**config.mk**
```make
export PLATFORM = sky130hd
export DESIGN_NAME = seq_divider16by8
export DESIGN_NICKNAME = d
export VERILOG_FILES = /design/src/rtl/seq_divider16by8_pkg.sv /design/src/rtl/seq_divider16by8_div_step.sv /design/src/rtl/seq_divider16by8.sv
export SDC_FILE = /design/constraint.sdc
export NUM_CORES = 1
export LEC_CHECK = 0
export ABC_AREA = 1
export BUFFER_PORTS_ARGS = -buffer_cell sky130_fd_sc_hd__buf_2
export CAP_MARGIN = 10
export CORE_ASPECT_RATIO = 0.5
export CORE_MARGIN = 1
export CORE_UTILIZATION = 56
export DETAILED_ROUTE_END_ITERATION = 8
export GPL_TIMING_DRIVEN = 0
export PLACE_DENSITY = 0.9
export SYNTH_ARGS = -nofsm -noshare
export SYNTH_HDL_FRONTEND = slang
export SYNTH_SLANG_ARGS = --single-unit
```
**constraint.sdc**
```tcl
create_clock -name clk -period 2.1 [get_ports clk]
set_input_delay 0.21 -clock clk [delete_from_list [all_inputs] [get_ports clk]]
set_output_delay 0.21 -clock clk [all_outputs]
set_load 0.01 [all_outputs]
```
**src/rtl/seq_divider16by8_pkg.sv**
```systemverilog
// Shared definitions for the sequential restoring divider: state encoding and
// default operand widths.
package div_pkg;

  localparam int N_DEF = 16;
  localparam int D_DEF = 8;
  localparam int CNT_W = $clog2(N_DEF + 1);

  typedef enum logic [1:0] {
    ST_IDLE = 2'd0,
    ST_RUN  = 2'd1,
    ST_DONE = 2'd2
  } state_t;

endpackage

```
**src/rtl/seq_divider16by8_div_step.sv**
```systemverilog
// One restoring-division step: shift the next dividend bit into the partial
// remainder, trial-subtract the divisor, keep the difference if it fits.
module div_step #(
  parameter int D = 8
) (
  input  logic [D:0]   r,
  input  logic         q_msb,
  input  logic [D-1:0] dv,
  output logic [D:0]   r_next,
  output logic         q_bit
);

  logic [D:0] r_sh;
  logic [D:0] t;

  always_comb begin
    r_sh = {r[D-1:0], q_msb};
    t    = r_sh - {1'b0, dv};
    // r stays below dv, so r[D] is always clear; were it set, the shifted
    // value would exceed any divisor and the subtract must be taken.
    q_bit  = r[D] | ~t[D];
    r_next = q_bit ? {1'b0, t[D-1:0]} : r_sh;
  end

endmodule

```
**src/rtl/seq_divider16by8.sv**
```systemverilog
// Sequential 16/8 unsigned restoring divider, one quotient bit per clock,
// with a start/busy/done handshake and divide-by-zero flag.
module seq_divider16by8
  import div_pkg::*;
#(
  parameter int N = N_DEF,
  parameter int D = D_DEF
) (
  input  logic         clk,
  input  logic         rst_n,
  input  logic         start,
  input  logic [N-1:0] dividend,
  input  logic [D-1:0] divisor,
  output logic         busy,
  output logic         done,
  output logic [N-1:0] quotient,
  output logic [D-1:0] remainder,
  output logic         div_by_zero
);

  localparam int CW = $clog2(N + 1);

  state_t         state;
  logic [N-1:0]   q_sh;
  logic [D-1:0]   dv;
  logic [D:0]     rem;
  logic [CW-1:0]  cnt;
  logic [D:0]     r_next;
  logic           q_bit;
  logic [N-1:0]   q_next;

  div_step #(.D(D)) u_step (
    .r      (rem),
    .q_msb  (q_sh[N-1]),
    .dv     (dv),
    .r_next (r_next),
    .q_bit  (q_bit)
  );

  assign q_next = {q_sh[N-2:0], q_bit};

  always_ff @(posedge clk or negedge rst_n) begin
    if (!rst_n) begin
      state       <= ST_IDLE;
      busy        <= 1'b0;
      done        <= 1'b0;
      quotient    <= '0;
      remainder   <= '0;
      div_by_zero <= 1'b0;
      q_sh        <= '0;
      dv          <= '0;
      rem         <= '0;
      cnt         <= '0;
    end else begin
      done <= 1'b0;
      case (state)
        ST_IDLE, ST_DONE: begin
          if (start) begin
            q_sh        <= dividend;
            dv          <= divisor;
            rem         <= '0;
            cnt         <= CW'(N);
            div_by_zero <= 1'b0;
            if (divisor == '0) begin
              // Zero divisor resolves immediately; no iterations are run.
              state       <= ST_DONE;
              busy        <= 1'b0;
              done        <= 1'b1;
              quotient    <= '1;
              remainder   <= dividend[D-1:0];
              div_by_zero <= 1'b1;
            end else begin
              state <= ST_RUN;
              busy  <= 1'b1;
            end
          end else begin
            state <= ST_IDLE;
            busy  <= 1'b0;
          end
        end
        ST_RUN: begin
          q_sh <= q_next;
          rem  <= r_next;
          cnt  <= cnt - 1'b1;
          if (cnt == CW'(1)) begin
            state     <= ST_DONE;
            busy      <= 1'b0;
            done      <= 1'b1;
            quotient  <= q_next;
            remainder <= r_next[D-1:0];
          end
        end
        default: begin
          state <= ST_IDLE;
          busy  <= 1'b0;
        end
      endcase
    end
  end

endmodule
```
==> run_results.csv <==
group,metric,value,unit
status,outcome,"complete, but fails checks",
status,violations,"negative hold slack, negative setup slack",
timing,slew_viol_final,0,
clock_tree,htreeDepth,3,
yosys,syn_nets,416,
yosys,synth_top_family_by_area,"simple AND/OR/NAND/NOR gates",
pwr,power_density,1960,mW/mm2
placement,placed_area,0.00363,mm2
floorplan,ios,54,
clock_tree,worstSkewPairLatency,340,ps
grt,met3_usage,0.0831,
layout,final_cell_area,0.00421,mm2
yosys,synthDistinctLibCells,36,
timing,hold-worst-slack,-21.7,ps
floorplan,fp-row-count,19,
timing,hold_viol_final,40,
clock_tree,clkTransAtPathRegs,50,ps
yosys,ys_ff_latch,66,
layout,layout.nets,488,
worst_setup_path,worstPathArrival,2380,ps
floorplan,fp.coreArea,0.00556,mm2
yosys,yosysWarnings,0,
clock_tree,clock_path_buffers,2,
placement,dpl.hpwl,5280,um
timing,setup_slack,-59.0,ps
yosys,synthSimpleGateAreaFrac,0.227,
grt,antenna_found_initial,0,
pwr,seq_power_share,0.270,
grt,grt_pass1_wl,13500,um
pwr,p_sw_frac,0.457,
detailed_routing,routedWlPerCell,18.1,um
worst_setup_path,slowest_stage,"dfrtp_1",
timing,tightest_slew,828,ps
detailed_routing,wl,9540,um
yosys,synth_compound_area_frac,0.116,
detailed_routing,ant_nets,0,
layout,antenna_cells,0,
worst_setup_path,critical_path.max_stage_delay,410,ps
yosys,synth.mux.area_fraction,0.00306,
worst_setup_path,worstPathRequired,2320,ps
floorplan,start_util,0.587,
placement,io_buffers,53,
yosys,syn_avg_cell_area,8.65,um2
pwr,clkPwrFrac,0.179,
timing,maxSlewHeadroom,0.448,
hold_path,hold_path_class,"in -> async",
worst_setup_path,path_class,"reg -> reg",
detailed_routing,firstDrtPassIters,5,
grt,use_met2,0.461,
grt,grt_max_degree,67,
yosys,seq_area_frac_synth,0.505,
grt,grt_use_total,0.297,
clock_tree,root_buffer,"clkbuf_16",
grt,grt_overflow,0,
floorplan,dieArea,0.00616,mm2
detailed_routing,drc,0,
timing,final.period_utilization,1.03,
clock_tree,cts_buffers,9,
floorplan,die_h,56.0,um
pwr,vdd.ir_drop.worst,1.11,mV
detailed_routing,avgViaCountPerCell,5.99,
pwr,switchingPower,0.00377,W
worst_setup_path,path_cells,"inv_2, ha_4, inv_2, fa_2, nand2_2, nand2_4, nand3_4, nand2_2, nand2_4, nand3_4, nand3_2, nand3_1, nand2_1, inv_1",
worst_setup_path,startpoint_type,"flip-flop",
layout,n_fill_cell,329,
pwr,leakagePower,2.14,nW
placement,pre_cts_ws,-38.3,ps
job,drv_cap,0,
layout,area_growth,28.8,%
yosys,synth_cells,378,
worst_setup_path,crit_family,"simple AND/OR/NAND/NOR gates",
timing,final.setup_skew,7.38,ps
layout,utilization,0.757,
placement,finalWeightedCongestion,0.844,
worst_setup_path,end_kind,"flip-flop",
worst_setup_path,crit_fanout,5,
grt,grt_pass1_vias,2829,
yosys,synth-adder-area-share,0.0444,
timing,max_clock_freq,463,MHz
worst_setup_path,cp_num_buf_inv,3,
detailed_routing,vias,3159,
timing,finalCriticalPeriod,2160,ps
placement,dp.cells,504,
floorplan,die_x,110,um
yosys,synth-xor-area-share,0.0107,
clock_tree,cts_tree,"done",
grt,grt_busiest_layer,"met2",
clock_tree,clock-sinks,66,
yosys,syn_area,0.00327,mm2
grt,grtUsageMet1,0.397,
layout,final_cells,527,
layout,layout-drive-gt1-share,0.291,
timing,timing.final.setup_violations,6,
clock_tree,cts_hold_buf,0,
pwr,combPwrFrac,0.551,
pwr,cellInternalPower,0.00448,W
detailed_routing,drt-initial-drc-count,314,
-- stage by stage --
step                total power (W)  setup TNS [ps]
finish                      0.00825            -176
global route                0.00873            -750
CTS                         0.00725               0
detailed placement          0.00549           -87.4
global placement            0.00534           -3.52
floorplan                   0.00461               0
-- logic make-up (layout without fill, tap and decap cells) --
kind of cell    count (synthesis)  count (layout)
simple gates                  160             162
mux                             1               1
flops                          66              66
fa+ha+maj                      11              11
xor+xnor                        4               4
buf+inv                        75             149
compound gates                 61              61
-- cell usage in the layout, fill, tap and decap left out, types with 4 or more instances in the layout --
| master | count |
|---|---|
| ha_1 | 6 |
| clkbuf_1 | 7 |
| o221ai_1 | 9 |
| nand3_1 | 24 |
| nand3_2 | 16 |
| nand3_4 | 4 |
| a21oi_1 | 25 |
| clkbuf_16 | 9 |
| buf_2 | 57 |
| nor3_1 | 6 |
| or2_2 | 7 |
| dfrtp_1 | 66 |
| inv_2 | 4 |
| nor2_1 | 21 |
| ha_4 | 4 |
| inv_1 | 56 |
| buf_4 | 9 |
| nand2_1 | 67 |
| o21ai_0 | 14 |
| a221oi_1 | 6 |
-- flip-flops by register name, summed over array words and instances (netlist names) --
signal       flops
dv               8
cnt              5
quotient        16
q_sh            16
remainder        8
state            2
done             1
div_by_zero      1
rem              9
-- path summary, 6_finish.rpt --
check | endpoint | slack [ps] | depth (start not counted) | from
min in group clk | q_sh[10] | 90 | 3 | dividend[10]
min | done | -20 | 1 | rst_n
max | remainder[6] | -60 | 14 | q_sh[15]
max reg2reg | remainder[6] | -60 | 14 | q_sh[15]
min reg2reg | div_by_zero | 470 | 2 | div_by_zero
max in group asynchronous | quotient[14] | 1590 | 1 | rst_n
-- power groups by stage --
stage	Sequential [W]	Combinational, W	Clock (W)
final	0.00223	0.00454	0.00148
after detailed placement	0.00217	0.00332	0
after global placement	0.00214	0.00319	0
after CTS	0.00217	0.00363	0.00145
after global routing	0.00227	0.00492	0.00154
after floorplan	0.00221	0.00240	0
-- area by class of cell --
type,instances,area [um2],share of cell area
Multi-Input combinational cell,239,1560,0.371
Timing Repair Buffer,59,313,0.0743
Clock inverter,3,40.0,0.00951
Clock buffer,12,246,0.0585
Sequential cell,66,1650,0.392
Inverter,61,231,0.0550
Buffer,14,73.8,0.0175
Tap cell,73,91.3,0.0217
-- per-layer routing --
metal / wire (um) / vias up
met2: 4370 / 219
met1: 3960 / 1513
met4: 403 / 0
li1: - / 1377
met3: 806 / 50
met5: 0 / -
-- cells in the mapped netlist --
cell	number	share of area
or2_2	7	0.013
a21oi_1	27	0.041
or2_0	2	0.0038
xnor2_1	2	0.0054
nand3b_4	1	0.0061
dfrtp_1	66	0.51
nand2_1	72	0.083
xor2_1	2	0.0054
nor2_1	22	0.025
mux2i_1	1	0.0031
or2_1	1	0.0019
nand3b_1	1	0.0023
o221ai_1	9	0.024
nor2_2	2	0.0038
o22ai_1	1	0.0019
a221oi_1	6	0.016
buf_4	2	0.0046
inv_4	1	0.0019
buf_1	1	0.0011
nor3_1	6	0.0092
nand3_1	42	0.064
ha_1	10	0.038
buf_6	1	0.0034
nand4_1	1	0.0019
a22oi_1	1	0.0023
clkbuf_1	5	0.0057
o21ai_0	15	0.023
nand3_2	1	0.0031
inv_1	58	0.067
buf_2	5	0.0077
nor2_8	1	0.0061
a31oi_1	1	0.0019
a21oi_4	1	0.0050
nor2_4	1	0.0034
inv_2	2	0.0023
fa_1	1	0.0061
-- repair_timing --
action	CTS	global route
gates resized for setup	9	37
gates cloned	2	0
pin swaps	5	12
endpoints found under the setup margin	8	18
setup buffers	2	5
(Power assumes the default switching activity.)
